===== config.mk =====
export PLATFORM = sky130hd
export DESIGN_NAME = display_scroll_ctrl_flat
export DESIGN_NICKNAME = d
export VERILOG_FILES = /design/src/rtl/display_pkg.sv /design/src/rtl/display_scroll_ctrl_if.sv /design/src/rtl/scroll_prescaler.sv /design/src/rtl/display_scroll_ctrl.sv /design/src/flat_wrapper.sv
export SDC_FILE = /design/constraint.sdc
export NUM_CORES = 1
export LEC_CHECK = 0
export CAP_MARGIN = 20
export CORE_MARGIN = 3
export CORE_UTILIZATION = 52
export DETAILED_ROUTE_END_ITERATION = 12
export PLACE_DENSITY = 0.78
export SLEW_MARGIN = 0
export SYNTH_ARGS = -nofsm -noshare
export SYNTH_HDL_FRONTEND = slang
export SYNTH_SLANG_ARGS = --single-unit

===== constraint.sdc =====
create_clock -name clk -period 2.76 [get_ports clk]
set_clock_uncertainty 0.05 [all_clocks]
set_input_delay 0.414 -clock clk [delete_from_list [all_inputs] [get_ports clk]]
set_output_delay 0.414 -clock clk [all_outputs]
set_load 0.02 [all_outputs]

===== src/rtl/display_pkg.sv =====
// rtl/display_pkg.sv - shared types and defaults for the display scroll sequencer
package display_pkg;

  typedef enum logic [1:0] {IDLE, SAVE, SHIFT, WAIT} scroll_state_t;

  localparam int DEF_NO_LED = 8;
  localparam int DEF_DIV_W  = 24;

  function automatic int pos_width(input int n_led);
    return (n_led > 1) ? $clog2(n_led) : 1;
  endfunction

endpackage


===== src/rtl/display_scroll_ctrl_if.sv =====
// rtl/display_scroll_ctrl_if.sv - control/status bundle between register block and scroll sequencer
interface display_scroll_ctrl_if
  import display_pkg::*;
#(
  parameter int pNO_LED = DEF_NO_LED,
  parameter int pDIV_W  = DEF_DIV_W
) ();

  localparam int POS_W = pos_width(pNO_LED);

  logic              start;
  logic              stop;
  logic              step;
  logic [pDIV_W-1:0] div_val;
  logic              save;
  logic              en;
  logic              busy;
  logic [POS_W-1:0]  pos;
  logic              wrap;

  modport master (
    output start, stop, step, div_val,
    input  save, en, busy, pos, wrap
  );

  modport slave (
    input  start, stop, step, div_val,
    output save, en, busy, pos, wrap
  );

endinterface


===== src/rtl/scroll_prescaler.sv =====
// rtl/scroll_prescaler.sv - loadable down-counter timing the gap between scroll steps
module scroll_prescaler #(
  parameter int pDIV_W = 24
) (
  input  logic              clk,
  input  logic              rst_n,
  input  logic              load_i,
  input  logic [pDIV_W-1:0] load_val_i,
  input  logic              dec_i,
  output logic              zero_o
);

  logic [pDIV_W-1:0] cnt_q;
  logic [pDIV_W-1:0] cnt_d;

  // Saturates at zero so a stray dec can never wrap to the maximum count.
  always_comb begin
    cnt_d = cnt_q;
    if (load_i) begin
      cnt_d = load_val_i;
    end else if (dec_i && (cnt_q != '0)) begin
      cnt_d = cnt_q - pDIV_W'(1);
    end
  end

  always_ff @(posedge clk or negedge rst_n) begin
    if (!rst_n) begin
      cnt_q <= '0;
    end else begin
      cnt_q <= cnt_d;
    end
  end

  assign zero_o = (cnt_q == '0);

endmodule


===== src/rtl/display_scroll_ctrl.sv =====
// rtl/display_scroll_ctrl.sv - save/en sequencer rotating an 8-digit shift-register display left
module display_scroll_ctrl
  import display_pkg::*;
#(
  parameter int pNO_LED = DEF_NO_LED,
  parameter int pDIV_W  = DEF_DIV_W
) (
  input  logic                 clk,
  input  logic                 rst_n,
  display_scroll_ctrl_if.slave bus
);

  localparam int               POS_W   = pos_width(pNO_LED);
  localparam logic [POS_W-1:0] POS_MAX = POS_W'(pNO_LED - 1);

  scroll_state_t    state_q, state_d;
  logic             run_q, run_d;
  logic             stop_pend_q, stop_pend_d;
  logic [POS_W-1:0] pos_q, pos_d;
  logic             wrap_q, wrap_d;
  logic             save_q, en_q, busy_q;
  logic             cnt_load, cnt_dec, cnt_zero;

  scroll_prescaler #(
    .pDIV_W (pDIV_W)
  ) u_prescaler (
    .clk        (clk),
    .rst_n      (rst_n),
    .load_i     (cnt_load),
    .load_val_i (bus.div_val),
    .dec_i      (cnt_dec),
    .zero_o     (cnt_zero)
  );

  // Outputs are derived from state_d and registered, so they line up with state_q.
  always_comb begin
    state_d     = state_q;
    run_d       = run_q;
    stop_pend_d = stop_pend_q;
    pos_d       = pos_q;
    wrap_d      = 1'b0;
    cnt_load    = 1'b0;
    cnt_dec     = 1'b0;

    case (state_q)
      IDLE: begin
        if (!bus.stop) begin
          if (bus.start) begin
            run_d   = 1'b1;
            state_d = SAVE;
          end else if (bus.step) begin
            run_d   = 1'b0;
            state_d = SAVE;
          end
        end
      end

      SAVE: begin
        // Once save has fired the en must follow; a stop here only ends the run afterwards.
        if (bus.stop) begin
          stop_pend_d = 1'b1;
        end
        state_d = SHIFT;
        wrap_d  = (pos_q == POS_MAX);
        pos_d   = (pos_q == POS_MAX) ? '0 : pos_q + POS_W'(1);
      end

      SHIFT: begin
        if (run_q && !stop_pend_q && !bus.stop) begin
          state_d  = WAIT;
          cnt_load = 1'b1;
        end else begin
          state_d     = IDLE;
          run_d       = 1'b0;
          stop_pend_d = 1'b0;
        end
      end

      WAIT: begin
        if (bus.stop) begin
          state_d = IDLE;
          run_d   = 1'b0;
        end else if (cnt_zero) begin
          state_d = SAVE;
        end else begin
          cnt_dec = 1'b1;
        end
      end

      default: begin
        state_d     = IDLE;
        run_d       = 1'b0;
        stop_pend_d = 1'b0;
      end
    endcase
  end

  always_ff @(posedge clk or negedge rst_n) begin
    if (!rst_n) begin
      state_q     <= IDLE;
      run_q       <= 1'b0;
      stop_pend_q <= 1'b0;
      pos_q       <= '0;
      wrap_q      <= 1'b0;
      save_q      <= 1'b0;
      en_q        <= 1'b0;
      busy_q      <= 1'b0;
    end else begin
      state_q     <= state_d;
      run_q       <= run_d;
      stop_pend_q <= stop_pend_d;
      pos_q       <= pos_d;
      wrap_q      <= wrap_d;
      save_q      <= (state_d == SAVE);
      en_q        <= (state_d == SHIFT);
      busy_q      <= (state_d != IDLE);
    end
  end

  assign bus.save = save_q;
  assign bus.en   = en_q;
  assign bus.busy = busy_q;
  assign bus.pos  = pos_q;
  assign bus.wrap = wrap_q;

endmodule

===== src/flat_wrapper.sv =====
// flat-port wrapper written by rule: the top's interface ports become plain ports
module display_scroll_ctrl_flat import display_pkg::*;
#(
  parameter int pNO_LED = DEF_NO_LED,
  parameter int pDIV_W  = DEF_DIV_W
)
  (clk, rst_n, bus_start, bus_stop, bus_step, bus_div_val, bus_save, bus_en, bus_busy, bus_pos, bus_wrap);
  display_scroll_ctrl_if #(.pNO_LED(pNO_LED), .pDIV_W(pDIV_W)) bus_i ();
  input  logic clk;
  input  logic rst_n;
  input wire logic [$bits(bus_i.start)-1:0] bus_start;
  input wire logic [$bits(bus_i.stop)-1:0] bus_stop;
  input wire logic [$bits(bus_i.step)-1:0] bus_step;
  input wire logic [$bits(bus_i.div_val)-1:0] bus_div_val;
  output wire logic [$bits(bus_i.save)-1:0] bus_save;
  output wire logic [$bits(bus_i.en)-1:0] bus_en;
  output wire logic [$bits(bus_i.busy)-1:0] bus_busy;
  output wire logic [$bits(bus_i.pos)-1:0] bus_pos;
  output wire logic [$bits(bus_i.wrap)-1:0] bus_wrap;
  assign bus_i.start = bus_start;
  assign bus_i.stop = bus_stop;
  assign bus_i.step = bus_step;
  assign bus_i.div_val = bus_div_val;
  assign bus_save = bus_i.save;
  assign bus_en = bus_i.en;
  assign bus_busy = bus_i.busy;
  assign bus_pos = bus_i.pos;
  assign bus_wrap = bus_i.wrap;
  display_scroll_ctrl #(.pNO_LED(pNO_LED), .pDIV_W(pDIV_W)) u_core (.clk(clk), .rst_n(rst_n), .bus(bus_i));
endmodule

# After elaboration in Yosys (flattened, before gate mapping)
# Cells that the tools add are included.
# classes
addsub	2
n_eq_ne	11
mux	24
reduce_logical	14
# ops
op	count
two-way mux 24 bit	2
zero test 24 bit	1
nonzero test 24 bit	1
subtractor 24 x 1 -> 24 bit, second input constant	1
two-way mux 1 bit	12
two-way mux 2 bit	6
inequality test 2 bit, second input constant	4
case mux 2 bit (4 select lines)	1
equality test 2 bit, second input constant	3
nonzero test 2 bit	3
AND reduction 5 bit	1
equality test 2 x 1 -> 1 bit, second input constant	2
adder 3 x 1 -> 3 bit, second input constant	1
equality test 3 bit, second input constant	1
logical AND 1 bit	3
two-way mux 3 bit	1
inequality test 3 bit, second input constant	1
case mux 1 bit (3 select lines)	1
AND reduction 3 bit	1
nonzero test 3 bit	1
zero test 1 bit	2
zero test 2 bit	1
case mux 1 bit (2 select lines)	1
# totals
ff_bits	35
inputBits	29
out_inout_bits	7
word_cells	60

# Logic depth before layout (Yosys ltp)
# depth
ltp_word	7
mapped_depth	8
mapped_depth_nobuf	7

# Cells and area by module
# A second synthesis with hierarchy kept.
# hier_totals
hier_cells	218
hier_area_um2	2072.0
# by_module_without_submodules
module	n_inst	cells_per_inst	area_each_um2	seq_area_each_um2
scroll_prescaler	1	168	1492.7	600.6
display_scroll_ctrl	1	50	579.3	275.3

# Worst setup path before layout
# OpenSTA, ideal clock, no wires.
# synth_path
path_kind	reg-to-reg
start	reg u_core.u_prescaler.cnt_q[14]
end	reg u_core.u_prescaler.cnt_q[23]
setup_time_ns	0.082
t_arrival_ns	1.963
setup_slack_ns	0.665
stages_incl_launch_ff	6
n_path_buf	1
period_less_slack_ns	2.095
path_cell_list	dfrtp_1 or4_1 buf_2 or3_1 or4_1 a31oi_1
# synth_between
elab_chain_len	6
word_cells_on_any_way	10
cone_classes	add/sub: 1; mux: 5; reduce/logical: 4
# synth_rtl
item	line	rtl
from (decl)	scroll_prescaler.sv:13	logic [pDIV_W-1:0] cnt_q;
from (signal assigned)	scroll_prescaler.sv:30	cnt_q <= cnt_d;
parallel branches: the longest is 6 deep, another holds subtractor 24 x 1 -> 24 bit	n/a	
# Parallel ways; which one is timed is not known. The select of a mux whose other input is x is not followed.
# A chain may end at the register's enable or synchronous reset.

# Final worst setup path
# layout_path
start	reg u_core.u_prescaler.cnt_q[10]
end	reg u_core.u_prescaler.cnt_q[23]
# Same word-level chain as after synthesis.

==> summary.txt <==
Outcome
  • Status: completed

Global route
  • Largest net degree at the start of global routing: 36
  • Vias in the first global route: 1665
  • Initial antenna violation count: 0
  • First-pass GRT wire length: 7820 µm
  • GRT Residual Overflow: 0
  • Tot GR Track Use: 23.0%

Routing
  • DRT Pass-1 Iters: 4
  • Final wirelength: 4690 µm
  • Final ANT Viol Nets: 0
  • Vias/cell: 5.96
  • Vias: 1830
  • Initial drt markers: 171
  • Wire per inst: 15.3 µm
  • Residual DRC count: 0

Job
  • Max cap viols: 0

Clock tree
  • Post-CTS Resized: 0
  • Max Root-Sink Buffers: 2
  • TritonCTS Sinks: 35
  • H-tree depth: 2
  • CTS root buf: clkbuf_8
  • # hold bufs at CTS: 0
  • Setup bufs post-CTS: 0
  • CTS buffer count: 5
  • Clock Pin Slew Worst Setup and Hold Paths: 0.07 ns
  • Worst skew pair latency: 0.29 ns
  • TritonCTS clock tree: done

Pwr
  • Leak pwr: 0.997 nW
  • Sequential Power Share: 42.9%
  • Clk network pwr share: 15.9%
  • Peak VDD IR: 0.581 mV
  • Comb pwr share: 41.2%
  • Sw power: 0.923 mW
  • Int Pwr: 1.31 mW
  • Sw Share: 41.3%
  • Pwr/cell area: 911 mW/mm²

Synthesis
  • Syn avg cell area: 8.76 µm²
  • Synth Flop Type: dfrtp_1
  • Synth cell types: 44
  • Post-synth EDFFs: 0
  • Cells after synthesis: 224
  • Count leader, synth: dfrtp_1
  • Syn Std Cell Area: 0.00196 mm²
  • Asr flop ratio synth: 100%
  • Syn Nets: 256
  • Register bit total from synthesis: 35
  • Synth top area share: 44.6%
  • Register area share after synthesis: 44.6%
  • Synth cell count leaders: dfrtp_1, nand2_1, nor2_1
  • Synth Warn #: 0
  • Synth area leaders: dfrtp_1, nand2_1, o21ai_0
  • Yosys top cell by area: dfrtp_1

Timing
  • Final setup fails: 0
  • Fin Hold WS: 0.461 ns
  • Setup tns final: 0 ns
  • Slew Viols, Final: 0
  • Hold Violations, Final: 0
  • Worst-margin pin slew: 0.589 ns
  • FMAX: 0.413 GHz
  • Final worst slack: 0.340 ns
  • RSZ-0062 raised after global routing: false
  • Slew headroom: 60.4%
  • Post-route clock period utilization: 87.7%
  • Final min period: 2.42 ns

Floorplan
  • Starting Density: 56.1%
  • Die area: 0.00455 mm²
  • Width of the die: 67.4 µm
  • Die H: 67.4 µm
  • FP Rows: 21
  • Core Area: 0.00349 mm²
  • Top-Level Pins: 36

Setup path
  • CP Data Arrival Time: 2.51 ns
  • Setup crit end kind: flip-flop
  • CP required: 2.85 ns
  • Kind of critical path: flip-flop to flip-flop
  • Peak fanout along the critical path: 8
  • Crit path launch type: flip-flop

Finish
  • Final instance area: 0.00245 mm²
  • Filler cells: 293
  • Area of the multi-input gates: 0.00101 mm²
  • Antenna diode count: 0
  • Sequential cell area: 876 µm²
  • Layout Utilization: 70.2%
  • Area growth syn-to-layout: 25.1%
  • Final net count: 292
  • Layout cells sized above 1: 6.13%

Placed design
  • HPWL after detailed placement: 3350 µm
  • Pre-CTS WS: 0.341 ns
  • Area after DPL: 0.00237 mm²
  • IO buf count: 35
  • Final Wtd Congestion: 0.840

Min path
  • Tightest Hold Check Type: flip-flop to flip-flop
## final timing paths
path,from,endpoint,depth (start not counted),slack (ns)
max reg2reg,u_core.u_prescaler.cnt_q[10]$_DFFE_PN0P_,u_core.u_prescaler.cnt_q[23]$_DFFE_PN0P_,6,0.34
max in group asynchronous,rst_n,u_core.bus.pos[2]$_DFFE_PN0P_,2,1.86
min,u_core.stop_pend_q$_DFFE_PN0P_,u_core.stop_pend_q$_DFFE_PN0P_,1,0.46
max,u_core.u_prescaler.cnt_q[10]$_DFFE_PN0P_,u_core.u_prescaler.cnt_q[23]$_DFFE_PN0P_,6,0.34
min in group asynchronous,rst_n,u_core.u_prescaler.cnt_q[15]$_DFFE_PN0P_,2,0.49
min reg2reg,u_core.stop_pend_q$_DFFE_PN0P_,u_core.stop_pend_q$_DFFE_PN0P_,1,0.46
## worst max-delay path, cell delays in order (launching register included)
cell,delay [ns]
dfrtp_1,0.42
nor4_1,0.57
nand4_1,0.36
o21ai_1,0.43
buf_4,0.23
or4_1,0.12
a31oi_1,0.08
## registers in the layout (all words and copies together) (netlist names)
| signal | count |
|---|---|
| u_core.bus.save | 1 |
| u_core.state_q | 2 |
| u_core.bus.busy | 1 |
| u_core.bus.wrap | 1 |
| u_core.u_prescaler.cnt_q | 24 |
| u_core.bus.en | 1 |
| u_core.stop_pend_q | 1 |
| u_core.bus.pos | 3 |
| u_core.run_q | 1 |
## per-layer routing
layer / share of wire, % / GRT usage [%]
met4: 1.8 / 7.59
met1: 46 / 30.5
met5: 0 / 0
met2: 46 / 35.8
met3: 5.6 / 7.15
## power by group through the flow
stage	Combinational (mW)	Clock [mW]	Sequential (mW)
6_report	0.921	0.356	0.959
5_1_grt	1.03	0.390	0.997
4_1_cts	0.922	0.361	0.953
3_5_place_dp	0.912	0	0.961
3_3_place_gp	0.886	0	0.956
2_1_floorplan	0.605	0	0.952
## final cells by class
cell class                 count  share of cell area [%]
timing repair buffer          41                    16.1
tap                           46                    2.34
clock buffer                   7                    3.11
multi-input combinational    169                    41.3
clock inverter                 1                   0.204
sequential                    35                    35.7
inverter                       8                    1.22
## cells by family (layout without fill, tap and decap cells)
family,count (synthesis),after routing,share of synthesized area (%)
AND/OR/NAND/NOR,90,90,23.6
flip-flops,35,35,44.6
buffers and inverters,20,57,3.89
AO/OA/AOI/OAI,68,68,22.4
adder cells (fa/ha/maj),3,3,1.91
XOR/XNOR,8,8,3.57
## stage by stage
step | power, mW | std cells
final | 2.24 | 307
after global routing | 2.41 | 307
after CTS | 2.24 | 307
after detailed placement | 1.87 | 299
after global placement | 1.84 | 299
after floorplan | 1.56 | 224
## cells in the final DEF (no fill, tap or decap), drive strengths merged, types with 2 or more instances in the layout
| cell | netlist | routed |
|---|---|---|
| a2111oi | 2 | 2 |
| a211oi | 3 | 3 |
| a21oi | 13 | 13 |
| a31oi | 5 | 5 |
| a32oi | 2 | 2 |
| and3 | 3 | 3 |
| and3b | 2 | 2 |
| buf | 1 | 6 |
| clkbuf | 11 | 7 |
| clkdlybuf4s50 | 0 | 35 |
| dfrtp | 35 | 35 |
| ha | 3 | 3 |
| inv | 8 | 8 |
| nand2 | 23 | 23 |
| nand2b | 2 | 2 |
| nand3 | 7 | 7 |
| nand4 | 4 | 4 |
| nor2 | 19 | 19 |
| nor3 | 9 | 9 |
| nor4 | 7 | 7 |
| o211ai | 3 | 3 |
| o21ai | 21 | 21 |
| o21ba | 2 | 2 |
| o21bai | 2 | 2 |
| o22a | 2 | 2 |
| o2bb2ai | 2 | 2 |
| o31ai | 4 | 4 |
| or3 | 2 | 2 |
| or4 | 7 | 7 |
| xnor2 | 7 | 7 |
(Power assumes the default switching activity.)
==> patch 1: new RTL, config.mk and constraints unchanged <==
Reset style: synchronous (`rst_n`), changed in 2 clocked blocks.
--- a/src/rtl/scroll_prescaler.sv
+++ b/src/rtl/scroll_prescaler.sv
@@ -23,7 +23,7 @@
     end
   end
 
-  always_ff @(posedge clk or negedge rst_n) begin
+  always_ff @(posedge clk) begin
     if (!rst_n) begin
       cnt_q <= '0;
     end else begin
--- a/src/rtl/display_scroll_ctrl.sv
+++ b/src/rtl/display_scroll_ctrl.sv
@@ -95,7 +95,7 @@
     endcase
   end
 
-  always_ff @(posedge clk or negedge rst_n) begin
+  always_ff @(posedge clk) begin
     if (!rst_n) begin
       state_q     <= IDLE;
       run_q       <= 1'b0;
Formal check against the unedited RTL: differs if rst_n is asserted again (counterexample within 4 cycles, from zero or initial values and one cycle with rst_n low); with rst_n held inactive, the same outputs for 10 cycles.
==> patch 1 against the unedited design <==
  * Synthesized area rose by 2.6%
  * Sequential cell count is the same
  * Cell area up 3.4%
  * Critical path depth up 2
  * Setup slack lost 0.10 ns
  * Non-clock buffer count is 7 higher
  * Maximum frequency fell by 4.1%
  * Routed wire length is 10% higher
  * Count of clock-buffer cells in the layout fell by 2
  * Critical path type unchanged
Power is not compared: it rests on default switching activity, and its combinational part moved more than twofold at a synthesized area within 25%.
==> patch 1: results (changes against the unedited design) <==
outcome=finished clean; Gate Count Post-Synth=258 (+15%); Leak=1.00 nW; critical path startpoint=u_core.u_prescaler.cnt_q[0]; predominant post-synthesis flop cell=dfxtp_1; Hold Path Depth=2 (+1); GRT Overall Usage=24.5% (+1.5 points); r2r endpoint=u_core.u_prescaler.cnt_q[9]; First DRT Iteration DRCs=176 (+2.9%); crit path max-delay cell type=or3b_1; hold_sp=u_core.bus.pos[1]; top cells by area, synth=dfxtp_1 (35%), a21oi_1 (6.5%), nand2_1 (4.5%); fin cells=341 (+11%); sequential-to-total area share from yosys stat=34.8% (-9.8 points); Hold EP=u_core.bus.pos[1]; top cells by count, synth=dfxtp_1 (35), a21oi_1 (26), nand2_1 (24), nor2_1 (21); first-pass GRT wire length=8.73 mm (+12%); Max clock buf depth=2 (unchanged); Yosys cell types=48 (+9.1%); placed cell areas=2420 µm² (+2.2%); DR pass1 iterations=4 (unchanged); total CTS buffers=5 (unchanged); vias in the first global route=1919 (+15%); CP Max Fanout=19 (+11); Slowest Stage Delay on Critical Path=0.46 ns (-0.11 ns); largest net degree at the start of global routing=29 (-19%); CTS root buf=clkbuf_8; GPL Wtd Cong=0.841 (+0.17%); final wirelength=5.17 mm (+10%); Mapped Nets=290 (+13%); Port-buffer cells=35 (unchanged); layout cells sized above 1=10.5% (+4.4 points); Hold WS=0.424 ns (-0.0370 ns); hpwl dp=3.55 mm (+5.9%); GR Util met1=34.0% (+3.5 points); Worst VDD drop=0.288 mV; FF-to-FF path depth=8 (+2); Worst Path Arrival=2.66 ns (+0.15 ns); Vias=2089 (+14%); met3 usage=4.93% (-2.2 points); reg2reg setup slack=0.24 ns (-0.10 ns); # nets final=326 (+12%); global-route track usage on met2=37.1% (+1.2 points); hold crit path type=flip-flop to flip-flop; ys async rst share=0% (-100 points); max_slew headroom=51.9% (-8.4 points)
patch 1: changes by cell type after synthesis, moves of 4 or more:
cell      change
o21ai_1       +8
a21oi_1      +13
a21o_1        +4
dfxtp_1      +35
and2_1        +5
nor3_1        +4
o211ai_1      +4
nand4_1       -4
dfrtp_1      -35
o21ai_0      -10
xnor2_1       -7
patch 1: power breakdown:
group	internal (mW)	total (mW)	switching, mW
registers	0.513	0.520	0.00716
clock network	0.269	0.465	0.196
logic	0.0617	0.108	0.0459
total	0.843	1.09	0.249
patch 1: how the worst max path moves through the flow:
| stage | slack (ns) | to | cells past startpoint |
|---|---|---|---|
| after floorplan | 0.48 | u_core.u_prescaler.cnt_q[10] | 9 |
| after global placement | 0.26 | u_core.u_prescaler.cnt_q[5] | 8 |
| after detailed placement | 0.22 | u_core.u_prescaler.cnt_q[5] | 8 |
| after CTS | 0.24 | u_core.u_prescaler.cnt_q[9] | 8 |
| after global routing | 0.09 | u_core.u_prescaler.cnt_q[9] | 8 |
| final | 0.24 | u_core.u_prescaler.cnt_q[9] | 8 |
patch 1: metrics by stage:
| step | setup slack, ns | util [%] |
|---|---|---|
| after floorplan | 0.478 | - |
| after global placement | 0.260 | 68.9 |
| after detailed placement | 0.220 | 68.9 |
| after CTS | 0.240 | 72.1 |
| after global routing | 0.0946 | 72.1 |
| final | 0.235 | 72.1 |
patch 1: kinds of logic after synthesis:
kind of cell | Yosys count | share of synthesized area (%)
buffers and inverters | 26 | 6.03
multiplexers | 3 | 1.62
AO/OA/AOI/OAI | 94 | 30.4
adder cells (fa/ha/maj) | 3 | 1.87
flip-flops | 35 | 34.8
AND/OR/NAND/NOR | 97 | 25.2
patch 1: final cells by class:
class | count | area (µm²)
Multi-Input combinational cell | 197 | 1190
Fill cell | 287 | 983
Sequential cell | 35 | 701
Timing Repair Buffer | 48 | 448
Clock buffer | 5 | 68.8
Tap cell | 46 | 57.6
Clock inverter | 3 | 43.8
Inverter | 7 | 26.3
patch 1: per-layer routing:
metal / up-vias / routed length (µm)
met3: 6 / 383
met4: 0 / 51
met2: 89 / 2370
met1: 966 / 2360
li1: 1028 / -
met5: - / 0
patch 1: worst max-delay path: cells and delay by family, from the launching register on:
family / cells / cell delay (ns)
flip-flops: 1 / 0.33
AO/OA/AOI/OAI: 3 / 0.59
buffers and inverters: 2 / 0.36
adder cells (fa/ha/maj): 1 / 0.17
AND/OR/NAND/NOR: 2 / 0.91
==> patch 2: new RTL, same flow settings <==
Made on the original files. Change the package constant `DEF_DIV_W` from 24 to 48.
--- a/src/rtl/display_pkg.sv
+++ b/src/rtl/display_pkg.sv
@@ -4,7 +4,7 @@
   typedef enum logic [1:0] {IDLE, SAVE, SHIFT, WAIT} scroll_state_t;
 
   localparam int DEF_NO_LED = 8;
-  localparam int DEF_DIV_W  = 24;
+  localparam int DEF_DIV_W  = 48;
 
   function automatic int pos_width(input int n_led);
     return (n_led > 1) ? $clog2(n_led) : 1;
Ports: changed (resized bus_div_val); port bits go from 36 to 60. No check against the original RTL was run, so the function may have changed too.
==> patch 2 against the unedited design <==
  * Sequential cell count is 24 higher
  * Maximum frequency is 6.4% lower
  * Routed wire length rose by 84%
  * Cell area increased by 80%
  * Count of clock-buffer cells in the layout increased by 3
  * Power grew 78%
  * Clock power increased to 2.5 times the old value
  * Setup slack lost 0.17 ns
  * Synthesized area up 76%
  * Final cell count up 75%
==> patch 2: results (changes against the unedited design) <==
outcome=finished clean; post-synthesis mux area share=0% (unchanged); placed cell areas=4180 µm² (+76%); layout cells sized above 1=11.3% (+5.1 points); critical path startpoint=u_core.u_prescaler.cnt_q[0]; H-Tree Depth=3 (+1); # diodes=0 (unchanged); First DRT Iteration DRCs=211 (+23%); largest net degree at the start of global routing=39 (+8.3%); Wirelength per Cell=16.0 µm (+4.7%); total CTS buffers=9 (+4); Post-synth EDFFs=0 (unchanged); max reg flops=48 (+100%); via/cell ratio=5.78 (-3.0%); crit path max-delay cell type=or4b_1; worst slew pin tran=0.506 ns (-0.0831 ns); vias in the first global route=3090 (+86%); hpwl dp=6.19 mm (+85%); hold crit path type=primary input to asynchronous set/reset pin; predominant post-synthesis flop cell=dfrtp_1; Mapped Nets=445 (+74%); CP Max Fanout=22 (+14); Worst VDD drop=0.788 mV (+36%); Top reg by flops=u_core.u_prescaler.cnt_q; end of the critical path=u_core.u_prescaler.cnt_q[47]; final wirelength=8.61 mm (+84%); CTS root buf=clkbuf_8; Max clock buf depth=2 (unchanged); Synth Area in Compound Gates=11.4% (-11 points); FF-to-FF path depth=8 (+2); Slowest Stage Delay on Critical Path=0.52 ns (-0.05 ns); first-pass GRT wire length=14.5 mm (+86%); GRT Overall Usage=24.3% (+1.3 points); # nets final=512 (+75%); GPL Wtd Cong=0.923 (+9.9%); antenna violations before repair=0 (unchanged); fillcell total=515 (+76%); Crit Path Class=flip-flop to flip-flop; top cells by area, synth=dfrtp_1 (43%), xnor2_1 (7.3%), nand2_1 (6.0%); ys async rst share=100% (unchanged); sequential-to-total area share from yosys stat=42.7% (-2.0 points); delay-heaviest family, CP=simple AND/OR/NAND/NOR gates; later-pin clock latency in the skew report=0.35 ns (+0.06 ns); reg2reg setup slack=0.17 ns (-0.17 ns); clock transition at the registers of the reported paths=0.07 ns (about the same); Ys Warns=0 (unchanged); placed insts=521 (+74%); Yosys cell types=54 (+23%); Port-buffer cells=59 (+69%); Synth Area in Adders=1.08% (-0.83 points); Leak=1.66 nW (+66%); Synth Area in XOR/XNOR=9.87% (+6.3 points); DR pass1 iterations=5 (+1); Worst Path Arrival=2.81 ns (+0.30 ns); Avg Synthesized Cell Area=8.90 µm² (+1.6%); top cells by count, synth=dfrtp_1 (59), nand2_1 (55), xnor2_1 (29), o21ai_0 (28), nor2_1 (27)
## patch 2: worst reg2reg max path: cells and delay by family, from the launching register on
kind,cells,cell delay (ns)
fa+ha+maj,1,0.22
compound gates,1,0.16
buf+inv,1,0.08
simple gates,5,1.53
flops,1,0.47
## patch 2: metrics by stage
step | worst slack, ns | util, %
after floorplan | 0.533 | -
after global placement | 0.220 | 65.4
after detailed placement | 0.184 | 65.4
after CTS | 0.140 | 69.1
after global routing | 0.00330 | 69.2
final | 0.173 | 69.2
## patch 2: how the worst min path moves through the flow
stage,slack [ns],start,to
2_1_floorplan,0.07,rst_n,u_core.bus.busy
3_3_place_gp,0.17,rst_n,u_core.u_prescaler.cnt_q[32]
3_5_place_dp,0.17,rst_n,u_core.u_prescaler.cnt_q[32]
4_1_cts,0.34,rst_n,u_core.u_prescaler.cnt_q[32]
5_1_grt,0.33,rst_n,u_core.u_prescaler.cnt_q[32]
6_report,0.34,rst_n,u_core.u_prescaler.cnt_q[32]
## patch 2: kinds of logic after synthesis
kind of cell / Yosys count
xor gates and xnor gates: 39
adders and majority gates: 3
and+or+nand+nor: 193
AOI/OAI and AO/OA: 68
DFF: 59
buffers and inverters: 27
## patch 2: where the power goes
group          internal [mW]  switching [mW]
clock network          0.532           0.366
registers               1.25           0.472
logic                  0.686           0.685
## patch 2: final cells by class
class / count / area (µm²) / area share, %
multi-input cells: 303 / 1860 / 42.1
flip-flops and latches: 59 / 1480 / 33.4
repair buffers: 77 / 736 / 16.6
clock buffers: 10 / 138 / 3.11
well taps: 77 / 96.3 / 2.18
clock inverters: 6 / 88.8 / 2.01
inverters: 6 / 22.5 / 0.509
## patch 2: timing repair
item | CTS | global route
setup buffers | 0 | 0
hold buffers | 1 | 0
setup endpoints to repair | 0 | 19
gates resized for setup | 0 | 1
endpoints found under the hold margin | 2 | 0
## patch 2: per-layer routing
metal / wire length [µm] / global-route usage (%) / vias to the layer above
met5: 0 / 0 / -
met4: 147 / 7.53 / 0
met3: 519 / 6.77 / 17
met2: 4100 / 39.5 / 107
met1: 3850 / 31.9 / 1444
li1: - / - / 1544
